`src/rtl/perm_pkg.sv`:
```
// Shared types and constants for the permission controller.
// Table default and index helper are used by permission_ctrl.
package perm_pkg;

   typedef enum logic [1:0] {
      ST_IDLE,
      ST_EVAL,
      ST_RESP
   } state_t;

   localparam logic [63:0] DEF_PERM_TABLE = 64'h0042_FE00_5E00_5A00;

   // Permit-table bit position for a {role,mode} pair.
   function automatic int unsigned perm_index(input int unsigned role,
                                              input int unsigned mode,
                                              input int unsigned mode_w);
      return (role << mode_w) | mode;
   endfunction

endpackage

```
`src/rtl/permission_ctrl_if.sv`:
```
// Request/response bundle between requesting channels and permission_ctrl.
// Channel i role/mode live at [i*W +: W] of the packed role/mode vectors.
interface permission_ctrl_if #(
   parameter int NUM_CH = 4,
   parameter int ROLE_W = 3,
   parameter int MODE_W = 3
);
   localparam int CW = $clog2(NUM_CH);

   logic [NUM_CH-1:0]        req_valid;
   logic [NUM_CH*ROLE_W-1:0] req_role;
   logic [NUM_CH*MODE_W-1:0] req_mode;
   logic [NUM_CH-1:0]        req_ready;
   logic                     grant_valid;
   logic [CW-1:0]            grant_ch;
   logic                     grant_ok;
   logic                     resp_ready;
   logic [NUM_CH-1:0]        locked;

   modport master (
      output req_valid, req_role, req_mode, resp_ready,
      input  req_ready, grant_valid, grant_ch, grant_ok, locked
   );

   modport slave (
      input  req_valid, req_role, req_mode, resp_ready,
      output req_ready, grant_valid, grant_ch, grant_ok, locked
   );

endinterface

```
`src/rtl/perm_rr_arbiter.sv`:
```
// Round-robin arbiter: one-hot grant from a request mask; the pointer moves
// to the channel after the granted one only when the grant is accepted.
module perm_rr_arbiter #(
   parameter int NUM_CH = 4,
   parameter int CW     = $clog2(NUM_CH)
) (
   input  logic              clk,
   input  logic              rst_n,
   input  logic [NUM_CH-1:0] req,
   input  logic              accept,
   output logic [NUM_CH-1:0] gnt,
   output logic [CW-1:0]     gnt_idx
);

   logic [CW-1:0] ptr;
   logic          found;
   int unsigned   pos;

   always_comb begin
      gnt     = '0;
      gnt_idx = '0;
      found   = 1'b0;
      pos     = 0;
      for (int unsigned i = 0; i < NUM_CH; i++) begin
         pos = (32'(ptr) + i) % NUM_CH;
         if (!found && req[pos]) begin
            gnt[pos] = 1'b1;
            gnt_idx  = CW'(pos);
            found    = 1'b1;
         end
      end
   end

   always_ff @(posedge clk or negedge rst_n) begin
      if (!rst_n) begin
         ptr <= '0;
      end else if (accept) begin
         ptr <= (gnt_idx == CW'(NUM_CH - 1)) ? '0 : gnt_idx + CW'(1);
      end
   end

endmodule

```
`src/rtl/permission_ctrl.sv`:
```
// Permission controller: round-robin request intake, table-based permit check.
// Optional per-channel denial lockout enabled by defining PERM_LOCKOUT_EN.
module permission_ctrl import perm_pkg::*; #(
   parameter int NUM_CH      = 4,
   parameter int ROLE_W      = 3,
   parameter int MODE_W      = 3,
   parameter logic [2**(ROLE_W+MODE_W)-1:0] PERM_TABLE = DEF_PERM_TABLE,
   parameter int MAX_FAIL    = 3,
   parameter int LOCK_CYCLES = 16
) (
   input logic               clk,
   input logic               rst_n,
   permission_ctrl_if.slave  bus
);

   localparam int CW = $clog2(NUM_CH);
   localparam int TW = ROLE_W + MODE_W;

   if (NUM_CH < 2 || NUM_CH > 16 || MAX_FAIL < 1 || LOCK_CYCLES < 1) begin : g_param_chk
      $error("permission_ctrl: parameter out of range");
   end

   state_t              state, state_nxt;
   logic [NUM_CH-1:0]   eligible, arb_gnt, req_ready, locked;
   logic [CW-1:0]       arb_idx;
   logic                accept, eval_en, grant_valid;
   logic [ROLE_W-1:0]   cap_role;
   logic [MODE_W-1:0]   cap_mode;
   logic [CW-1:0]       cap_ch;
   logic                perm_q;
   logic [TW-1:0]       tbl_idx;

   assign eligible = bus.req_valid & ~locked;

   perm_rr_arbiter #(.NUM_CH(NUM_CH), .CW(CW)) u_arb (
      .clk     (clk),
      .rst_n   (rst_n),
      .req     (eligible),
      .accept  (accept),
      .gnt     (arb_gnt),
      .gnt_idx (arb_idx)
   );

   always_ff @(posedge clk or negedge rst_n) begin
      if (!rst_n) state <= ST_IDLE;
      else        state <= state_nxt;
   end

   // req_ready is combinational from the arbiter, so it is also gated by
   // rst_n to read zero for the whole reset window.
   always_comb begin
      state_nxt   = state;
      req_ready   = '0;
      accept      = 1'b0;
      eval_en     = 1'b0;
      grant_valid = 1'b0;
      case (state)
         ST_IDLE: begin
            if (rst_n) begin
               req_ready = arb_gnt;
               if (|arb_gnt) begin
                  accept    = 1'b1;
                  state_nxt = ST_EVAL;
               end
            end
         end
         ST_EVAL: begin
            eval_en   = 1'b1;
            state_nxt = ST_RESP;
         end
         ST_RESP: begin
            grant_valid = 1'b1;
            if (bus.resp_ready) state_nxt = ST_IDLE;
         end
         default: state_nxt = ST_IDLE;
      endcase
   end

   assign tbl_idx = TW'(perm_index(32'(cap_role), 32'(cap_mode), MODE_W));

   always_ff @(posedge clk or negedge rst_n) begin
      if (!rst_n) begin
         cap_ch   <= '0;
         cap_role <= '0;
         cap_mode <= '0;
         perm_q   <= 1'b0;
      end else begin
         if (accept) begin
            cap_ch   <= arb_idx;
            cap_role <= bus.req_role[arb_idx*ROLE_W +: ROLE_W];
            cap_mode <= bus.req_mode[arb_idx*MODE_W +: MODE_W];
         end
         if (eval_en) perm_q <= PERM_TABLE[tbl_idx] && (cap_mode != '0);
      end
   end

`ifdef PERM_LOCKOUT_EN
   localparam int FW = $clog2(MAX_FAIL + 1);
   localparam int LW = $clog2(LOCK_CYCLES + 1);

   logic [FW-1:0] fail_cnt [NUM_CH];
   logic [LW-1:0] lock_cnt [NUM_CH];
   logic          done;

   assign done = (state == ST_RESP) && bus.resp_ready;

   // Reaching MAX_FAIL loads the lock timer on the completion edge itself,
   // so locked rises together with the return to IDLE.
   always_ff @(posedge clk or negedge rst_n) begin
      if (!rst_n) begin
         for (int unsigned i = 0; i < NUM_CH; i++) begin
            fail_cnt[i] <= '0;
            lock_cnt[i] <= '0;
         end
      end else begin
         for (int unsigned i = 0; i < NUM_CH; i++) begin
            if (lock_cnt[i] != '0) lock_cnt[i] <= lock_cnt[i] - LW'(1);
            if (done && cap_ch == CW'(i)) begin
               if (perm_q) begin
                  fail_cnt[i] <= '0;
               end else if (32'(fail_cnt[i]) + 1 >= MAX_FAIL) begin
                  fail_cnt[i] <= '0;
                  lock_cnt[i] <= LW'(LOCK_CYCLES);
               end else begin
                  fail_cnt[i] <= fail_cnt[i] + FW'(1);
               end
            end
         end
      end
   end

   always_comb begin
      locked = '0;
      for (int unsigned i = 0; i < NUM_CH; i++) locked[i] = (lock_cnt[i] != '0);
   end
`else
   assign locked = '0;
`endif

   assign bus.req_ready   = req_ready;
   assign bus.grant_valid = grant_valid;
   assign bus.grant_ch    = cap_ch;
   assign bus.grant_ok    = perm_q;
   assign bus.locked      = locked;

endmodule

```
`src/flat_wrapper.sv`:
```
// flat-port wrapper written by rule: the top's interface ports become plain ports
module permission_ctrl_flat import perm_pkg::*;
#(
   parameter int NUM_CH      = 4,
   parameter int ROLE_W      = 3,
   parameter int MODE_W      = 3,
   parameter logic [2**(ROLE_W+MODE_W)-1:0] PERM_TABLE = DEF_PERM_TABLE,
   parameter int MAX_FAIL    = 3,
   parameter int LOCK_CYCLES = 16
)
  (clk, rst_n, bus_req_valid, bus_req_role, bus_req_mode, bus_resp_ready, bus_req_ready, bus_grant_valid, bus_grant_ch, bus_grant_ok, bus_locked);
  permission_ctrl_if #(.NUM_CH(NUM_CH), .ROLE_W(ROLE_W), .MODE_W(MODE_W)) bus_i ();
  input logic clk;
  input logic rst_n;
  input wire logic [$bits(bus_i.req_valid)-1:0] bus_req_valid;
  input wire logic [$bits(bus_i.req_role)-1:0] bus_req_role;
  input wire logic [$bits(bus_i.req_mode)-1:0] bus_req_mode;
  input wire logic [$bits(bus_i.resp_ready)-1:0] bus_resp_ready;
  output wire logic [$bits(bus_i.req_ready)-1:0] bus_req_ready;
  output wire logic [$bits(bus_i.grant_valid)-1:0] bus_grant_valid;
  output wire logic [$bits(bus_i.grant_ch)-1:0] bus_grant_ch;
  output wire logic [$bits(bus_i.grant_ok)-1:0] bus_grant_ok;
  output wire logic [$bits(bus_i.locked)-1:0] bus_locked;
  assign bus_i.req_valid = bus_req_valid;
  assign bus_i.req_role = bus_req_role;
  assign bus_i.req_mode = bus_req_mode;
  assign bus_i.resp_ready = bus_resp_ready;
  assign bus_req_ready = bus_i.req_ready;
  assign bus_grant_valid = bus_i.grant_valid;
  assign bus_grant_ch = bus_i.grant_ch;
  assign bus_grant_ok = bus_i.grant_ok;
  assign bus_locked = bus_i.locked;
  permission_ctrl #(.NUM_CH(NUM_CH), .ROLE_W(ROLE_W), .MODE_W(MODE_W), .PERM_TABLE(PERM_TABLE), .MAX_FAIL(MAX_FAIL), .LOCK_CYCLES(LOCK_CYCLES)) u_core (.clk(clk), .rst_n(rst_n), .bus(bus_i));
endmodule
```
`config.mk`:
```
export PLATFORM = sky130hd
export DESIGN_NAME = permission_ctrl_flat
export DESIGN_NICKNAME = d
export VERILOG_FILES = /design/src/rtl/perm_pkg.sv /design/src/rtl/permission_ctrl_if.sv /design/src/rtl/perm_rr_arbiter.sv /design/src/rtl/permission_ctrl.sv /design/src/flat_wrapper.sv
export SDC_FILE = /design/constraint.sdc
export NUM_CORES = 1
export LEC_CHECK = 0
export BUFFER_PORTS_ARGS = -buffer_cell sky130_fd_sc_hd__buf_2
export CAP_MARGIN = 20
export CORE_ASPECT_RATIO = 0.5
export CORE_UTILIZATION = 57
export CTS_CLUSTER_SIZE = 30
export DETAILED_ROUTE_END_ITERATION = 8
export PLACE_DENSITY = 0.94
export SETUP_SLACK_MARGIN = 0.3
export SLEW_MARGIN = 10
export SYNTH_ARGS = -nofsm -noshare
export SYNTH_HDL_FRONTEND = slang
export SYNTH_SLANG_ARGS = --single-unit
```
`constraint.sdc`:
```
create_clock -name clk -period 6.9 [get_ports clk]
set_input_delay 0.345 -clock clk [delete_from_list [all_inputs] [get_ports clk]]
set_output_delay 0.345 -clock clk [all_outputs]
set_load 0.01 [all_outputs]
```
==> metrics.txt, run 1 <==
Reg power frac=20.5%; Die Y=39.6 µm; Psw=423 µW; reg2reg end=u_core.cap_role[1]; Internal=between 400 and 500 µW; Sw Share=48.2%; full die area=a little over 3000 µm²; initial antenna violation count=0; Max-Cap Viols=0; routed len/inst=about 15 µm; minimum clock period=4.40 ns; vias in the first global route=1259; ANT nets after route=0; Sink Count=13; Slew @ Worst Pin=1.03 ns; CTS tree=done; violated checks=design-rule violations; nets=246; Clock Pin Slew Worst Setup and Hold Paths=0.06 ns; combinational share of power=71.6%; Post-synth EDFFs=0; Hold Path Depth=2; Area Overhead vs Synth=11.9%; Inserted Clock Buffers=3; Post-synth ARST share=100%; register area share after synthesis=20.2%; total number of vias=between 1000 and 1500; WL final=about 3600 µm; largest net degree at the start of global routing=22; status=finished with violations; most frequent cells in the layout=buf_2 (38), mux2i_1 (23), dfrtp_1 (13); Synth Flop Type=dfrtp_1; H-tree levels=1; crit start category=register; final hold viol count=0; worst-path cell chain=inv_1 > ha_1 > mux4_2 > a2111oi_2 > o31ai_1 > o21ai_1 > nor2_2 > a41oi_2 > mux2_1; Port Buf Inserts=38; Yosys warnings=0; Boundary Pins=43; Fin Clk Skew=0.00523 ns; Buf/Inv on CP=1; worst path required time=7.03 ns; critical path's slowest cell=dfrtp_1; CP Capture Type=register; layout cells sized above 1=29.8%; Relative slew margins=31.3%; data arrival time of the critical path=between 4 and 5 ns; core footprint=2640 µm²; drt drc=1; Cells after Synth=178; Lkg Pwr=0.837 nW; Crit Path Category=register to register; Hold Path Sink=u_core.state[1]; Critical Path Fanout Max=21; DP HPWL=2610 µm; final setup vio count=0; Power Dens Cells=487 nW/µm²; First DRT Iteration DRCs=151; hold crit path type=primary input to register; RSZ-0062 raised after global routing=false; cell family with most CP delay=compound AO/OA/AOI/OAI gates; Starting Density=61.2%; worst skew pair latency=about 0.25 ns; chip width=77.2 µm; mapped cell area=1610 µm²; Setup TNS=0 ns; Synth cell types=48; drt via density=approximately 6; DRT Pass-1 Iters=7; commonest non-fill, non-tap cell in the layout=buf_2; power share of the clock group=7.9%; Cell Rows=13; RD Place Congestion=0.855; first-pass GRT wire length=approximately 5600 µm; Power Total=877 µW; count of pins over their slew limit=0; final worst-path cycle share=63.7%; Clock Tree Buf Depth=2; clk root buf=clkbuf_8; final hold slack=roughly 0.29 ns; grt ovf=0; synthesized flop and latch total=13; crit-path max cell delay=0.93 ns; Register-to-Register Path Depth=9; Mean Syn Cell Area=9.05 µm²; Reg2Reg Setup Slack=2.50 ns; Ant. Diodes=0; fmax=0.227 GHz; GRT Overall Usage=23.9%; min-delay src=bus_resp_ready; Max VDD drop=0.225 mV
-- cell families (layout without fill, tap and decap cells) --
| logic type | count (synthesis) | count (layout) | share of synthesized area, % |
|---|---|---|---|
| AOI/OAI and AO/OA | 50 | 50 | 22.4 |
| and+or+nand+nor | 44 | 44 | 14.1 |
| muxes | 38 | 38 | 28.9 |
| buffers and inverters | 25 | 52 | 9.01 |
| DFF | 13 | 13 | 20.2 |
| adders and majority gates | 6 | 6 | 4.66 |
| other | 1 | 4 | 0.233 |
| xor gates and xnor gates | 1 | 1 | 0.544 |
-- synthesized netlist by cell type, types with 2 or more instances --
| master | instances | area share [%] |
|---|---|---|
| mux2i_1 | 23 | 14 |
| dfrtp_1 | 13 | 20 |
| a21oi_1 | 12 | 3.7 |
| nor2_1 | 12 | 2.8 |
| inv_1 | 9 | 2.1 |
| o21ai_0 | 9 | 2.8 |
| buf_2 | 8 | 2.5 |
| nand2_1 | 8 | 1.9 |
| ha_1 | 6 | 4.7 |
| nand2b_1 | 6 | 2.3 |
| buf_4 | 5 | 2.3 |
| mux2_4 | 5 | 4.7 |
| a2111oi_2 | 4 | 3.7 |
| mux2_2 | 4 | 2.8 |
| nor3_1 | 4 | 1.2 |
| o22ai_1 | 4 | 1.6 |
| o31ai_1 | 4 | 1.9 |
| and3_1 | 3 | 1.2 |
| buf_6 | 3 | 2.1 |
| mux2i_4 | 3 | 4.2 |
| a31oi_1 | 2 | 0.78 |
| nand3_1 | 2 | 0.62 |
| nor3b_1 | 2 | 0.93 |
| o21a_1 | 2 | 0.93 |
| o221ai_1 | 2 | 1.1 |
-- layer usage --
layer / routed length [µm] / global-route usage, % / part of all wire, % / up-vias
li1: - / - / - / 711
met1: 1580 / 27.8 / 44 / 697
met2: 1790 / 47.1 / 50 / 60
met3: 138 / 1.16 / 3.8 / 12
met4: 78 / 12.7 / 2.2 / 0
met5: 0 / 0 / 0 / -
-- worst max path at each step --
stage                     startpoint                     end  cells past startpoint
after floorplan             register  u_core.bus.grant_ch[1]                     11
after global placement      register      u_core.cap_role[1]                      9
after detailed placement    register      u_core.cap_role[1]                      9
after CTS                   register      u_core.cap_role[1]                      9
after global routing        register      u_core.cap_role[1]                      9
final                       register      u_core.cap_role[1]                      9
-- layout make-up --
type                       count  area, µm²
fill                         210        832
inverter                       9       33.8
tap                           37       46.3
timing repair buffer          39        200
clock buffer                   4       45.0
sequential                    13        325
multi-input combinational    143       1150
-- per-stage QoR --
stage	area (µm²)	util (%)	setup WS, ns	instances
after floorplan	1620	-	3.92	181
after global placement	1750	66.3	2.77	240
after detailed placement	1750	66.3	2.58	240
after CTS	1800	68.4	2.57	245
after global routing	1800	68.4	2.24	245
final	1800	68.4	2.50	245
-- what timing repair did --
action | 4_1_cts | 5_1_grt
setup buffers | 0 | 0
hold buffers | 1 | 0
resized for setup | 0 | 0
endpoints found under the hold margin | 13 | 0
-- state kept, by name, indices dropped and copies added (netlist names), named ones only --
name                 flops
u_core.cap_mode          3
u_core.cap_role          3
u_core.bus.grant_ch      2
u_core.state             2
u_core.bus.grant_ok      1
u_core.u_arb.ptr         1
-- power groups by stage --
| stage | logic [mW] | clock network, mW | registers, mW |
|---|---|---|---|
| after floorplan | 0.551 | 0 | 0.148 |
| after global routing | 0.685 | 0.0704 | 0.186 |
| after CTS | 0.620 | 0.0688 | 0.178 |
| after global placement | 0.596 | 0 | 0.175 |
| final | 0.628 | 0.0693 | 0.180 |
| after detailed placement | 0.617 | 0 | 0.179 |
No activity file was read; power rests on OpenSTA's default activity.
==> run 2, diff against run 1 <==
--- a/config.mk
+++ b/config.mk
@@ -8,10 +8,10 @@
 export BUFFER_PORTS_ARGS = -buffer_cell sky130_fd_sc_hd__buf_2
 export CAP_MARGIN = 20
 export CORE_ASPECT_RATIO = 0.5
-export CORE_UTILIZATION = 57
+export CORE_UTILIZATION = 53
 export CTS_CLUSTER_SIZE = 30
 export DETAILED_ROUTE_END_ITERATION = 8
-export PLACE_DENSITY = 0.94
+export PLACE_DENSITY = 0.88
 export SETUP_SLACK_MARGIN = 0.3
 export SLEW_MARGIN = 10
 export SYNTH_ARGS = -nofsm -noshare
==> constraint.sdc (replaced) <==
create_clock -name clk -period 4.3 [get_ports clk]
set_input_delay 0.215 -clock clk [delete_from_list [all_inputs] [get_ports clk]]
set_output_delay 0.215 -clock clk [all_outputs]
set_load 0.01 [all_outputs]
==> metrics.txt, run 2 (synthesized netlist as in run 1, its figures left out) <==
WL final=3680 µm (+2.5%); Max VDD drop=0.354 mV (+57%); H-tree levels=1 (unchanged); crit start category=register; Filler cells=199 (-5.2%); vias in the first global route=1166 (-7.4%); Setup TNS=0 ns (unchanged); CTS tree=done; Slew @ Worst Pin=0.947 ns (-0.0837 ns); Clock Tree Buf Depth=2 (unchanged); Crit Path Category=register to register; Register-to-Register Path Depth=10 (+1); worst path required time=4.42 ns (-2.61 ns); crit path launch=u_core.u_arb.ptr[1]; fmax=0.267 GHz (+18%); Max-Cap Viols=0 (unchanged); nets=249 (+1.2%); data arrival time of the critical path=3.86 ns (-0.67 ns); status=complete, no violations; first-pass GRT wire length=5300 µm (-4.8%); RSZ-0062 raised after global routing=false; drt drc=0 (-1); Post-CTS Setup Bufs=0 (unchanged); Post-Place Cells=243 (+1.3%); Setup crit end=u_core.cap_mode[2]; count of pins over their slew limit=0 (unchanged); total number of vias=1467 (-0.88%); DP HPWL=2690 µm (+3.2%); routed len/inst=14.8 µm (+1.2%); Starting Density=59.0% (-2.2 points); final hold viol count=0 (unchanged); clk root buf=clkbuf_8; hold crit path type=primary input to register; minimum clock period=3.74 ns (-0.659 ns); layout cells sized above 1=31.3% (+1.5 points); Critical Path Fanout Max=18 (-14%); GRT Overall Usage=21.4% (-2.5 points); RD Place Congestion=0.866 (+1.2%); placed instance area=1770 µm² (+1.3%); reg2reg end=u_core.cap_mode[2]; Boundary Pins=43 (unchanged); Reg2Reg Setup Slack=0.56 ns (-1.94 ns); ANT nets after route=0 (unchanged); initial antenna violation count=0 (unchanged); Finished Cell Area=1830 µm² (+1.4%); final cell count without fillers=248 (+1.2%); Relative slew margins=36.8% (+5.6 points); grt ovf=0 (unchanged); chip width=80.0 µm (+3.6%); Fin Clk Skew=0.00175 ns (-0.00348 ns); final worst-path cycle share=87.0% (+23 points); Cell Rows=13 (unchanged); Critical R2R Launch=u_core.u_arb.ptr[1]; First DRT Iteration DRCs=242 (+60%); Clock Pin Slew Worst Setup and Hold Paths=0.05 ns (about the same); Sink Count=13 (unchanged); Ant. Diodes=0 (unchanged); Area Overhead vs Synth=13.4%; Power Dens Cells=777 nW/µm² (+60%); final hold slack=0.195 ns (-0.0909 ns); DRT Pass-1 Iters=4 (-3); commonest non-fill, non-tap cell in the layout=buf_2; CP Capture Type=register; drt via density=5.92 (-2.1%); worst skew pair latency=0.23 ns (-0.02 ns); full die area=3280 µm² (+7.2%); biggest regs=u_core.cap_mode (3), u_core.cap_role (3); most frequent cells in the layout=buf_2 (38), mux2i_1 (23), dfrtp_1 (13); Inserted Clock Buffers=3 (unchanged); core footprint=2730 µm² (+3.7%); Die Y=41.0 µm (+3.5%); Port Buf Inserts=38 (unchanged); largest net degree at the start of global routing=21 (-4.5%); Lkg Pwr=0.851 nW (+1.6%); final setup vio count=0 (unchanged)
-- run 2: layout make-up --
type                            instances  area, µm²  area share [%]
Clock buffer                            4       45.0            2.46
Sequential cell                        13        325            17.8
Multi-Input combinational cell        143       1150            63.2
Timing Repair Buffer                   42        223            12.2
Tap cell                               37       46.3            2.53
Inverter                                9       33.8            1.85
-- run 2: through the flow --
| step | setup WS (ns) | utilization [%] | total power [mW] |
|---|---|---|---|
| 6_report | 0.561 | 66.9 | 1.42 |
| 5_1_grt | 0.332 | 66.9 | 1.53 |
| 4_1_cts | 0.474 | 66.8 | 1.40 |
| 3_5_place_dp | 0.504 | 64.8 | 1.29 |
| 3_3_place_gp | 0.634 | 64.8 | 1.25 |
| 2_1_floorplan | 1.32 | - | 1.12 |
-- run 2: worst min-delay path by stage --
| stage | from | endpoint | slack [ns] | depth (start not counted) |
|---|---|---|---|---|
| 4_1_cts | bus_resp_ready | u_core.state[1] | 0.19 | 2 |
| 3_3_place_gp | rst_n | asynchronous set/reset pin | 0.11 | 1 |
| 2_1_floorplan | rst_n | asynchronous set/reset pin | -0.08 | 0 |
| 5_1_grt | bus_resp_ready | u_core.state[1] | 0.20 | 2 |
| 6_report | bus_resp_ready | u_core.state[1] | 0.20 | 2 |
| 3_5_place_dp | rst_n | asynchronous set/reset pin | 0.12 | 1 |
-- run 2: metal layers --
layer / up-vias / routed length (µm) / track usage [%]
met5: - / 0 / 0
met4: 0 / 8 / 6.25
met3: 2 / 166 / 1.11
met2: 60 / 1910 / 41.2
met1: 686 / 1590 / 27.3
li1: 719 / - / -
-- run 2: worst max-delay path: stages (launching register included) --
cell and delay, ns:
dfrtp_1 0.64, inv_1 0.24, ha_2 0.59, mux4_2 0.59, a2111oi_2 0.28, o31ai_1 0.11
o21ai_1 0.14, nor2_2 0.06, a41oi_2 0.39, buf_4 0.25, mux2_4 0.31
-- run 2: power by group --
group          switching (mW)  total [mW]  leakage, nW  internal (mW)
logic                   0.568        1.06        0.673          0.494
registers              0.0689       0.254        0.155          0.185
clock network          0.0389       0.104       0.0228         0.0651
total                   0.676        1.42        0.851          0.745
-- run 2: repair_timing --
item / CTS / global route
hold buffers: 1 / 0
gates resized for setup: 0 / 1
endpoints found under the hold margin: 13 / 0
endpoints found under the setup margin: 0 / 4
==> run 3, diff against run 2 <==
--- a/config.mk
+++ b/config.mk
@@ -7,8 +7,7 @@
 export LEC_CHECK = 0
 export BUFFER_PORTS_ARGS = -buffer_cell sky130_fd_sc_hd__buf_2
 export CAP_MARGIN = 20
-export CORE_ASPECT_RATIO = 0.5
-export CORE_UTILIZATION = 53
+export CORE_UTILIZATION = 50
 export CTS_CLUSTER_SIZE = 30
 export DETAILED_ROUTE_END_ITERATION = 8
 export PLACE_DENSITY = 0.88
@@ -16,4 +15,5 @@
 export SLEW_MARGIN = 10
 export SYNTH_ARGS = -nofsm -noshare
 export SYNTH_HDL_FRONTEND = slang
+export SYNTH_HIERARCHICAL = 1
 export SYNTH_SLANG_ARGS = --single-unit
==> metrics.txt, run 3 <==
reg2reg end=u_core/cap_role[1]; Post-synth EDFFs=0 (unchanged); RSZ-0062 raised after global routing=false; Slew @ Worst Pin=0.625 ns (-0.323 ns); total number of vias=1023 (-30%); Lkg Pwr=0.676 nW (-21%); biggest regs=u_core/cap_mode (3), u_core/cap_role (3); Cells after Synth=110 (-38%); CP Capture Type=register; Post-CTS Setup Bufs=0 (unchanged); Synth Flop Type=dfrtp_1; Port Buf Inserts=38 (unchanged); routed len/inst=15.4 µm (+4.1%); Register-to-Register Path Depth=8 (-2); Clock Tree Buf Depth=2 (unchanged); DRT Pass-1 Iters=4 (unchanged); Cell Rows=17 (+4); register area share after synthesis=25.9% (+5.8 points); First DRT Iteration DRCs=29 (-88%); initial antenna violation count=0 (unchanged); Ant. Diodes=0 (unchanged); drt via density=5.88 (-0.61%); vias in the first global route=907 (-22%); count of pins over their slew limit=0 (unchanged); Crit Path Category=register to register; most frequent cells in the layout=buf_2 (38), dfrtp_1 (13), mux4_2 (9); WL final=2680 µm (-27%); post-CTS resize count=0 (unchanged); commonest non-fill, non-tap cell in the layout=buf_2; final worst-path cycle share=85.6% (-1.4 points); Power Dens Cells=796 nW/µm² (+2.5%); largest net degree at the start of global routing=16 (-24%); mapped cell area=1250 µm² (-22%); Setup TNS=0 ns (unchanged); clk root buf=clkbuf_4; Hold Path Depth=2 (unchanged); Relative slew margins=58.3% (+22 points); data arrival time of the critical path=3.84 ns (-0.02 ns); hold crit path type=primary input to register; Max-Cap Viols=0 (unchanged); min-delay src=bus_resp_ready; Fin Clk Skew=0.00248 ns (+0.000728 ns); layout cells sized above 1=41.8% (+11 points); synthesized flop and latch total=13 (unchanged); drt drc=0 (unchanged); Synth cell types=40 (-17%); worst path required time=4.46 ns (+0.04 ns); GRT Overall Usage=21.5% (+0.099 points); final cell count without fillers=174 (-30%); grt ovf=0 (unchanged); H-tree levels=1 (unchanged); crit start category=register; Hold Path Sink=u_core/state[1]; Sink Count=13 (unchanged); core footprint=2300 µm² (-16%); chip width=52.1 µm (-35%); full die area=2710 µm² (-17%); final setup vio count=0 (unchanged); status=complete, no violations; fmax=0.272 GHz (+1.6%); Mean Syn Cell Area=11.4 µm² (+26%); Commonest cells post-synth=dfrtp_1 (13), mux4_2 (9), a22oi_1 (8), mux2_4 (8), o21ai_1 (7); Reg2Reg Setup Slack=0.62 ns (+0.06 ns); first-pass GRT wire length=4230 µm (-20%); RD Place Congestion=0.788 (-9.0%); nets=183 (-27%); share of the synthesized area in the top cell type=25.9% (+5.8 points); ANT nets after route=0 (unchanged); minimum clock period=3.68 ns (-0.0586 ns); Post-Place Cells=169 (-30%); worst skew pair latency=0.27 ns (+0.04 ns); Boundary Pins=43 (unchanged); Area Overhead vs Synth=15.7%; Die Y=52.1 µm (+27%); Max VDD drop=0.573 mV (+62%); Critical Path Fanout Max=15 (-3); CTS tree=done; Inserted Clock Buffers=3 (unchanged); final hold viol count=0 (unchanged); Starting Density=54.6% (-4.4 points); Post-synth ARST share=100% (unchanged); Clock Pin Slew Worst Setup and Hold Paths=0.08 ns (+0.03 ns); most frequent cell after synthesis=dfrtp_1; Synth area leaders=dfrtp_1 (26%), mux4_2 (16%), mux2_4 (9.6%); Yosys warnings=6 (+6); Yosys top cell by area=dfrtp_1; DP HPWL=2170 µm (-20%)
==> run 3: kinds of logic after synthesis <==
kind of cell	share of synthesized area (%)
DFF	25.9
xor gates and xnor gates	0.699
other	0.299
AOI/OAI and AO/OA	18.4
and+or+nand+nor	11.8
adders and majority gates	4.99
buffers and inverters	7.58
muxes	30.3
==> run 3: critical path: stages, from the launching register on <==
cell and delay, ns:
dfrtp_1 0.69, inv_1 0.17, ha_1 0.42, mux4_2 0.45, nor2b_1 0.37, o21ai_0 0.22
nand2_1 0.38, mux4_2 0.59, mux2_4 0.27
==> run 3: per-layer routing <==
layer	wire, µm	global-route usage, %
met3	114	4.39
met4	10	6.31
met1	1220	30.2
met5	0	0
met2	1340	32.9
==> run 3: final cells by class <==
cell class	instances	area, µm²
clock buffer	4	26.3
fill	183	847
inverter	5	18.8
multi-input combinational	85	845
sequential	13	325
tap	28	35.0
timing repair buffer	39	200
==> run 3: where the power goes <==
part	total (mW)	internal, mW	switching, mW
combinational	0.810	0.429	0.381
sequential	0.269	0.185	0.0841
clock	0.0760	0.0359	0.0401
total	1.15	0.649	0.505
==> run 3: worst max-delay path by stage <==
stage                     depth (start not counted)                  to     start  slack [ns]
after floorplan                                  10  u_core/cap_mode[0]  register        1.25
after global placement                            8  u_core/cap_role[1]  register        0.85
after detailed placement                          8  u_core/cap_role[1]  register        0.66
after CTS                                         8  u_core/cap_role[1]  register        0.64
after global routing                              8  u_core/cap_role[1]  register        0.34
final                                             8  u_core/cap_role[1]  register        0.62
==> run 3: what timing repair did <==
| action | 4_1_cts | 5_1_grt |
|---|---|---|
| hold endpoints to repair | 13 | 0 |
| setup endpoints to repair | 0 | 0 |
| hold buffers | 1 | 0 |
==> run 3: metrics by stage <==
| step | hold WS (ns) | power [mW] | utilization (%) | area, µm² | setup WS (ns) |
|---|---|---|---|---|---|
| 2_1_floorplan | -0.0806 | 0.961 | - | 1260 | 1.25 |
| 3_3_place_gp | 0.115 | 1.04 | 61.5 | 1410 | 0.850 |
| 3_5_place_dp | 0.121 | 1.08 | 61.5 | 1410 | 0.662 |
| 4_1_cts | 0.110 | 1.15 | 63.1 | 1450 | 0.645 |
| 5_1_grt | 0.108 | 1.24 | 63.1 | 1450 | 0.343 |
| 6_report | 0.111 | 1.15 | 63.1 | 1450 | 0.619 |
